### src/rtl/load_store_unit.sv
// Load/store unit: validates size/alignment, lane-aligns store data and byte
// enables, issues one bus request and sign/zero-extends the returned load data.
module load_store_unit #(
  parameter int WORD_SIZE = 32,
  parameter int TIMEOUT   = 15,
  localparam int BL  = WORD_SIZE / 8,
  localparam int OFS = $clog2(BL)
) (
  input  logic                 clk,
  input  logic                 rst,
  input  logic                 start,
  input  logic                 is_store,
  input  logic [2:0]           funct3,
  input  logic [WORD_SIZE-1:0] addr,
  input  logic [WORD_SIZE-1:0] store_data,
  output logic                 busy,
  output logic                 done,
  output logic                 error,
  output logic [WORD_SIZE-1:0] load_data,
  output logic                 mem_req,
  output logic                 mem_we,
  output logic [WORD_SIZE-1:0] mem_addr,
  output logic [WORD_SIZE-1:0] mem_wdata,
  output logic [BL-1:0]        mem_be,
  input  logic                 mem_ack,
  input  logic [WORD_SIZE-1:0] mem_rdata
);

  typedef enum logic [1:0] {IDLE, REQ, DONE, ERR} state_t;

  state_t         state_reg;
  logic [2:0]     funct3_reg;
  logic [OFS-1:0] ofs_reg;
  logic [7:0]     cnt_reg;

  logic [OFS-1:0]       ofs_in;
  logic [3:0]           nb_in;
  logic [WORD_SIZE-1:0] mask_in;
  logic [WORD_SIZE-1:0] wdata_in;
  logic [BL-1:0]        be_in;
  logic                 illegal;
  logic                 misaligned;

  assign ofs_in = addr[OFS-1:0];

  always_comb begin
    nb_in   = 4'd1;
    mask_in = WORD_SIZE'(64'hFF);
    case (funct3[1:0])
      2'b00:   begin nb_in = 4'd1; mask_in = WORD_SIZE'(64'hFF);        end
      2'b01:   begin nb_in = 4'd2; mask_in = WORD_SIZE'(64'hFFFF);      end
      2'b10:   begin nb_in = 4'd4; mask_in = WORD_SIZE'(64'hFFFF_FFFF); end
      default: begin nb_in = 4'd8; mask_in = '1;                        end
    endcase
    illegal = (funct3 == 3'b111) || (is_store && funct3[2]) ||
              ((WORD_SIZE == 32) && (funct3[1:0] == 2'b11));
    case (funct3[1:0])
      2'b01:   misaligned = addr[0];
      2'b10:   misaligned = (addr[1:0] != 2'b00);
      2'b11:   misaligned = (addr[2:0] != 3'b000);
      default: misaligned = 1'b0;
    endcase
  end

  // Each lane is enabled when it falls inside [offset, offset + size).
  for (genvar gi = 0; gi < BL; gi++) begin : g_lane
    assign be_in[gi] = (gi >= int'(ofs_in)) && (gi < int'(ofs_in) + int'(nb_in));
  end

  assign wdata_in = (store_data & mask_in) << {ofs_in, 3'b000};

  logic [3:0]           nb_reg_c;
  logic [6:0]           sh_amt;
  logic [WORD_SIZE-1:0] shifted;
  logic [WORD_SIZE-1:0] left;
  logic [WORD_SIZE-1:0] ext;

  // Move selected lanes to the LSB, then push them to the MSB and shift back
  // so the extension comes out of a single logical or arithmetic shift.
  always_comb begin
    case (funct3_reg[1:0])
      2'b00:   nb_reg_c = 4'd1;
      2'b01:   nb_reg_c = 4'd2;
      2'b10:   nb_reg_c = 4'd4;
      default: nb_reg_c = 4'd8;
    endcase
    sh_amt  = 7'(WORD_SIZE) - {nb_reg_c, 3'b000};
    shifted = mem_rdata >> {ofs_reg, 3'b000};
    left    = shifted << sh_amt;
    if (funct3_reg[2] || (funct3_reg[1:0] == 2'b11))
      ext = left >> sh_amt;
    else
      ext = WORD_SIZE'($signed(left) >>> sh_amt);
  end

  always_ff @(posedge clk) begin
    if (!rst) begin
      state_reg  <= IDLE;
      funct3_reg <= '0;
      ofs_reg    <= '0;
      cnt_reg    <= '0;
      busy       <= 1'b0;
      done       <= 1'b0;
      error      <= 1'b0;
      load_data  <= '0;
      mem_req    <= 1'b0;
      mem_we     <= 1'b0;
      mem_addr   <= '0;
      mem_wdata  <= '0;
      mem_be     <= '0;
    end else begin
      done  <= 1'b0;
      error <= 1'b0;
      case (state_reg)
        IDLE: begin
          if (start) begin
            funct3_reg <= funct3;
            ofs_reg    <= ofs_in;
            busy       <= 1'b1;
            if (illegal || misaligned) begin
              state_reg <= ERR;
              done      <= 1'b1;
              error     <= 1'b1;
            end else begin
              state_reg <= REQ;
              cnt_reg   <= '0;
              mem_req   <= 1'b1;
              mem_we    <= is_store;
              mem_addr  <= {addr[WORD_SIZE-1:OFS], {OFS{1'b0}}};
              mem_wdata <= wdata_in;
              mem_be    <= be_in;
            end
          end
        end
        REQ: begin
          // An ack in the expiry cycle still completes normally.
          if (mem_ack || (cnt_reg == 8'(TIMEOUT - 1))) begin
            if (mem_ack) begin
              state_reg <= DONE;
              if (!mem_we) load_data <= ext;
            end else begin
              state_reg <= ERR;
              error     <= 1'b1;
            end
            done      <= 1'b1;
            mem_req   <= 1'b0;
            mem_we    <= 1'b0;
            mem_addr  <= '0;
            mem_wdata <= '0;
            mem_be    <= '0;
          end else begin
            cnt_reg <= cnt_reg + 8'd1;
          end
        end
        default: begin
          state_reg <= IDLE;
          busy      <= 1'b0;
        end
      endcase
    end
  end

endmodule

### config.mk
export PLATFORM = sky130hd
export DESIGN_NAME = load_store_unit
export DESIGN_NICKNAME = d
export VERILOG_FILES = /design/src/rtl/load_store_unit.sv
export SDC_FILE = /design/constraint.sdc
export NUM_CORES = 1
export LEC_CHECK = 0
export BUFFER_PORTS_ARGS = -buffer_cell sky130_fd_sc_hd__buf_2
export CELL_PAD_IN_SITES_DETAIL_PLACEMENT = 1
export CELL_PAD_IN_SITES_GLOBAL_PLACEMENT = 1
export CORE_ASPECT_RATIO = 0.5
export CORE_MARGIN = 8
export CORE_UTILIZATION = 37
export CTS_BUF_LIST = sky130_fd_sc_hd__clkbuf_8
export CTS_CLUSTER_SIZE = 25
export DETAILED_ROUTE_END_ITERATION = 12
export PLACE_DENSITY = 0.9
export SKIP_CTS_REPAIR_TIMING = 1
export SLEW_MARGIN = 5
export SYNTH_ARGS = -nofsm -noshare
export SYNTH_HDL_FRONTEND = slang
export SYNTH_SLANG_ARGS = --single-unit
### constraint.sdc
create_clock -name clk -period 2.67 [get_ports clk]
set_clock_uncertainty 0.2 [all_clocks]
set_input_delay 0.267 -clock clk [delete_from_list [all_inputs] [get_ports clk]]
set_output_delay 0.267 -clock clk [all_outputs]
set_load 0.02 [all_outputs]
# Word level (Yosys, flattened, before mapping)
# Index checks and enable logic that the tools add are counted.
[totals]
ff_bits = 120
word_cells = 106
n_memories = 0
ram_bits = 0
latch_bits = 0
rom_bits = 0
[op_classes]
magnitude_cmp = 7
n_eq_ne = 13
mul = 0
addsub = 3
div_mod_pow = 0
shifts = 5
reduce_logical = 21
mux = 41
bitwise = 3
[ops]
columns = ["cell", "n"]
rows = [
  ["32-bit two-way mux", 6],
  ["32-bit one-hot mux with 2 select lines", 3],
  ["32-bit bitwise AND", 1],
  ["1-bit by 32-bit less-than comparator with 1-bit output, first input constant", 1],
  ["2-bit by 32-bit less-than comparator with 1-bit output, first input constant", 1],
  ["3-bit by 32-bit less-than comparator with 1-bit output, first input constant", 1],
  ["32-bit by 5-bit left shift with 32-bit output", 1],
  ["32-bit by 7-bit left shift with 32-bit output", 1],
  ["32-bit by 5-bit >> shifter with 32-bit output", 1],
  ["32-bit by 7-bit >> shifter with 32-bit output", 1],
  ["32-bit by 7-bit >>> shifter with 32-bit output", 1],
  ["8-bit two-way mux", 3],
  ["4-bit one-hot mux with 3 select lines", 2],
  ["8-bit one-hot mux with 2 select lines", 1],
  ["1-bit two-way mux", 12],
  ["4-bit two-way mux", 3],
  ["4-bit AND reduction", 3],
  ["1-bit one-hot mux with 2 select lines", 5],
  ["8-bit by 1-bit adder with 8-bit output, second input constant", 1],
  ["2-bit == test, second input constant", 4],
  ["8-bit by 4-bit == test with 1-bit output, second input constant", 1],
  ["2-bit != test, second input constant", 4],
  ["4-bit one-hot mux with 2 select lines", 1],
  ["6-bit by 7-bit subtractor with 7-bit output, first input constant", 1],
  ["other kinds (16)", 34],
]

# Depth between registers and ports, before layout
[logic_depth]
ltp_word = 8
depth_mapped = 11

# Least setup slack after synthesis
# No wires, ideal clock.
[synth_timing]
kind = "input -> register"
startpoint = "in funct3[0]"
endpoint = "reg mem_be[1]"
t_arrival_ns = 2.015
setup_slack_ns = 0.336
n_path_buf = 1
required_time_ns = 2.352
setup_time_ns = 0.118
path_stages = 11
cell_sequence = "or2_2 buf_2 inv_1 ha_1 inv_1 fa_1 nor4b_1 a22o_1 nand2_1 a22oi_1 nor2b_1"
[synth_between]
elab_chain_cells = 8
word_cells_on_any_way = 18
cone_classes = "add/sub (1); order compare (1); eq/ne (5); mux (5); reduce/logical (6)"
[synth_rtl]
columns = ["element", "line", "source"]
rows = [
  ["start, declared", "13", "input logic [2:0] funct3,"],
  ["2-bit == test, or another cell as far along", "49, 57", ""],
  ["4-bit one-hot mux with 3 select lines", "49", "case (funct3[1:0])"],
  ["2-bit by 4-bit adder with 5-bit output", "67", "assign be_in[gi] = (gi >= int'(ofs_in)) && (gi < int'(ofs_in) + int'(nb_in));"],
  ["2-bit by 32-bit less-than comparator with 1-bit output", "67", ""],
  ["1-bit logical AND", "67", ""],
  ["4-bit two-way mux", "120", "if (illegal || misaligned) begin"],
  ["4-bit two-way mux", "116", "if (start) begin"],
  ["4-bit one-hot mux with 2 select lines", "114", "case (state_reg)"],
  ["end signal, assigned", "131", "mem_be <= be_in;"],
  ["end, declared", "24", "output logic [BL-1:0] mem_be,"],
]
# Parallel ways exist; a longest one is shown, timed or not. The select of a mux whose other input is x is not followed.
# A chain may end at the register's enable or synchronous reset.

# Worst setup path after layout
[layout_timing]
startpoint = "in addr[0]"
endpoint = "reg mem_be[1]"
[layout_between]
elab_chain_cells = 6
word_cells_on_any_way = 13
cone_classes = "add/sub (1); order compare (2); eq/ne (1); mux (4); reduce/logical (5)"
[layout_rtl]
columns = ["element", "line", "source"]
rows = [
  ["start, declared", "14", "input logic [WORD_SIZE-1:0] addr,"],
  ["2-bit by 4-bit adder with 5-bit output", "67", ""],
  ["2-bit by 32-bit less-than comparator with 1-bit output", "67", ""],
  ["1-bit logical AND", "67", ""],
  ["4-bit two-way mux", "120", ""],
  ["4-bit two-way mux", "116", ""],
  ["4-bit one-hot mux with 2 select lines", "114", ""],
]
# Parallel ways exist; a longest one is shown, timed or not. The select of a mux whose other input is x is not followed.

==> summary.md <==
| Metric | Value |
|---|---|
| Status | completed |
| Die area | around 19,000 um2 |
| Number of distinct library cell variants in the gate-level netlist after synthesis | 51 |
| Power after layout | 0.00470 W |
| TritonCTS clock tree | done |
| Registers with the most flip-flops | load_data x32, mem_wdata x32, mem_addr x30 |
| Reported net switching power | between 0.001 and 0.0015 W |
| Portion of the post-synthesis area used by sequential elements | 43.3% |
| Post-detailed-route count of antenna-violating nets | 0 |
| Top library cells by usage in the layout, fill and taps aside | 206 x sky130_fd_sc_hd__buf_2, 118 x sky130_fd_sc_hd__dfxtp_1, 88 x sky130_fd_sc_hd__nand2_1 |
| Htree depth | 4 |
| Smallest hold slack | approximately 28 ps |
| Synth Flop Type | sky130_fd_sc_hd__dfxtp_1 |
| Sum of routed wire length over all layers | between 20,000 and 25,000 um |
| Detailed Routing Iterations Pass 1 | 5 |
| Max Fanout on Critical Path | 7 |
| Worst R2R Start | ofs_reg[0] |
| M1 WL | around 9500 um |
| Register cell area after layout | 2360 um2 |
| Met2 wire length | 12,500 um |
| Power share of the sequential group | 40.3% |
| Num rows | 31 |
| Post-layout min period | around 2400 ps |
| Worst EP arrival | roughly 2600 ps |
| P_leak | 3.30 nW |
| Starting DRC count in detailed routing | 452 |
| Upper clock frequency limit | 410 MHz |
| Die extent in y | around 100 um |
| Portion of the clock cycle consumed by the worst path in the final layout | approximately nine tenths |
| Worst slew slack as a fraction of its limit | 50.7% |
| Final count of pins violating max slew | 0 |
| Root buf cell | sky130_fd_sc_hd__clkbuf_8 |
| Final-layout fill cell count | 1,727 |
| Avg Synthesized Cell Area | 8.84 um2 |
| Ports placed on the boundary | ~210 |
| Summed area of non-filler cells in the final layout | between 7000 and 8000 um2 |
| Commonest non-fill, non-tap cell in the layout | sky130_fd_sc_hd__buf_2 |
| Ys Warns | 0 |
| Maximum number of pins on one net before global-route repair | 68 |
| Register bit count reported by yosys | 118 |
| GR Util All Layers | 20.8% |
| Average detailed-routed wire length per instance | between 20 and 25 um |
| Number of synthesized flops with an enable pin | 0 |
| Endpoint of the worst-slack reg-to-reg timing path | load_data[10] |
| Required time at the endpoint of the critical path | 2810 ps |
| Worst reg2reg path depth | 6 |
| Transition time at the pin with the least slew margin | 740 ps |
| Clock Latency Late Sink | 440 ps |
| Switching Share | 31.7% |
| Cell area after placement | 6650 um2 |
| First-pass GRT wire length | 32,200 um |
| Synthesis-to-finish area growth | 39.6% |
| CP endpoint | mem_be[1] |
| Global route total overflow | 0 |
| Count of mapped cells out of synthesis | 618 |
| Via count of the first global-routing pass | 5,971 |
| HPWL after detailed placement | 15,000 um |
| Placer Congestion | 0.829 |
| Initial standard-cell utilization of the core | 37.8% |
| Worst Setup Start Kind | input pin |
| # clock sinks | between 100 and 150 |
| Crit path capture type | flop |
| Average via count per standard cell | 5.65 |
| Number of remaining DRC errors | 0 |
| Worst setup startpoint | addr[0] |
| Sum Neg Setup Slack | 0 ps |
| Power density relative to cell area | 617 nW/um2 |
| Peak supply drop | between 0.3 and 0.4 mV |
| Clock network fraction of design power | a little over two fifths |
| Flop2flop setup slack | 240 ps |
| Total of buffers placed on input and output ports | 206 |
| Combinational fraction of design power | between 10% and 20% |
| Total internal power | 0.00321 W |
| Setup violations, final | 0 |
| Largest buffer count on any clock path | 2 |
| Chip width | 188 um |
| Multi-input combinational cell area | 2860 um2 |
| Fraction of final layout cells sized beyond drive strength 1 | 31.3% |
| Setup repair after global routing missed its margin | false |
| Asr flop ratio synth | 0% |
| Uppermost signal routing layer after detailed routing | met4 |
| Class of the most critical setup path | in2reg |
| Layout Nets | 967 |
| Number of buffers created by CTS | 17 |
| Area inside the core boundary | 14,400 um2 |
| Length of routed met3 wiring | 1280 um |
| Path type of the worst min-delay path | in2reg |
| Number of failing hold endpoints at the final stage | 0 |
| Total number of vias | 6,072 |
| Clock-pin slew on the worst setup and hold paths | 100 ps |
| Max cap viols | 0 |
| Number of antenna violations at the first check in global routing | 3 |
| Netlist area before placement | 5460 um2 |
-- power groups by stage --
stage	Sequential, W	Clock [W]	Combinational [W]
3_3_place_gp	0.00192	0	0.000707
3_5_place_dp	0.00193	0	0.000737
2_1_floorplan	0.00199	0	0.000376
6_report	0.00189	0.00197	0.000841
4_1_cts	0.00189	0.00193	0.000745
5_1_grt	0.00190	0.00206	0.000895
-- synthesized netlist by cell type (2+ instances only) --
library cell / instances / share of area [%]
sky130_fd_sc_hd__a221o_1: 9 / 1.6
sky130_fd_sc_hd__or2_2: 2 / 0.23
sky130_fd_sc_hd__and3_1: 5 / 0.57
sky130_fd_sc_hd__or3_2: 5 / 0.69
sky130_fd_sc_hd__inv_1: 8 / 0.55
sky130_fd_sc_hd__a21oi_1: 36 / 3.3
sky130_fd_sc_hd__mux2i_1: 23 / 4.2
sky130_fd_sc_hd__dfxtp_1: 118 / 43
sky130_fd_sc_hd__and2_1: 5 / 0.57
sky130_fd_sc_hd__xor2_1: 2 / 0.32
sky130_fd_sc_hd__or3_1: 3 / 0.34
sky130_fd_sc_hd__nor2_1: 14 / 0.96
sky130_fd_sc_hd__a22oi_1: 57 / 7.8
sky130_fd_sc_hd__buf_2: 14 / 1.3
sky130_fd_sc_hd__mux2_2: 8 / 1.6
sky130_fd_sc_hd__nand2b_1: 5 / 0.57
sky130_fd_sc_hd__clkbuf_1: 30 / 2.1
sky130_fd_sc_hd__nand3b_1: 10 / 1.4
sky130_fd_sc_hd__a21boi_0: 18 / 2.5
sky130_fd_sc_hd__o21ai_0: 39 / 3.6
sky130_fd_sc_hd__nand2_1: 88 / 6.0
sky130_fd_sc_hd__o2bb2ai_1: 9 / 1.4
sky130_fd_sc_hd__ha_1: 4 / 0.92
sky130_fd_sc_hd__nor3b_1: 2 / 0.27
sky130_fd_sc_hd__buf_1: 3 / 0.21
sky130_fd_sc_hd__a32oi_1: 7 / 1.1
sky130_fd_sc_hd__a32o_1: 8 / 1.5
sky130_fd_sc_hd__nor2b_1: 58 / 6.6
sky130_fd_sc_hd__buf_4: 3 / 0.41
sky130_fd_sc_hd__nand4_1: 2 / 0.23
sky130_fd_sc_hd__nor3_1: 3 / 0.27
-- layout make-up --
| type | count | area share [%] |
|---|---|---|
| multi-input cells | 441 | 37.5 |
| clock buffers | 17 | 3.07 |
| flip-flops and latches | 118 | 31.0 |
| well taps | 198 | 3.25 |
| diodes | 6 | 0.197 |
| repair buffers | 271 | 21.8 |
| clock inverters | 15 | 2.81 |
| inverters | 9 | 0.443 |
-- routing by layer --
metal / global-route usage, % / vias to the layer above
met4: 9.63 / 0
met2: 38.0 / 269
li1: - / 2700
met1: 23.2 / 3003
met3: 4.84 / 100
met5: 0 / -
-- worst max-delay path, cell delays in order --
cell and delay [ps]:
sky130_fd_sc_hd__dlygate4sd3_1 530, sky130_fd_sc_hd__buf_2 200, sky130_fd_sc_hd__ha_1 190, sky130_fd_sc_hd__inv_1 60, sky130_fd_sc_hd__fa_1 400, sky130_fd_sc_hd__nor4b_1 330, sky130_fd_sc_hd__a22o_1 240, sky130_fd_sc_hd__nand2_1 90
sky130_fd_sc_hd__a22oi_1 200, sky130_fd_sc_hd__nor2b_1 70
-- cell families (layout without fill, tap and decap cells) --
logic type	count (synthesis)	in the layout	synth area share [%]
mux	31	31	5.87
xor+xnor	3	3	0.481
compound gates	192	192	24.6
buf+inv	60	312	4.79
flops	118	118	43.3
fa+ha+maj	5	5	1.28
other cells	1	8	0.0687
simple gates	208	208	19.6
-- metrics by stage --
| stage | util, % | cells | worst slack, ps |
|---|---|---|---|
| after detailed placement | 46.1 | 986 | 78.8 |
| after global placement | 46.1 | 986 | 276 |
| final | 52.8 | 1075 | 231 |
| after global routing | 52.8 | 1072 | 93.5 |
| after floorplan | - | 619 | 336 |
| after CTS | 49.2 | 1018 | 308 |
-- how the worst min path moves through the flow --
stage / from / endpoint / slack [ps] / depth (start not counted)
finish: mem_rdata[4] / load_data[4] / 30 / 5
global route: mem_rdata[16] / load_data[16] / 30 / 3
CTS: store_data[6] / mem_wdata[6] / -140 / 2
detailed placement: mem_wdata[30] / mem_wdata[30] / 250 / 2
global placement: mem_wdata[26] / mem_wdata[26] / 250 / 2
floorplan: store_data[0] / mem_wdata[0] / 190 / 1
(Power assumes the default switching activity.)
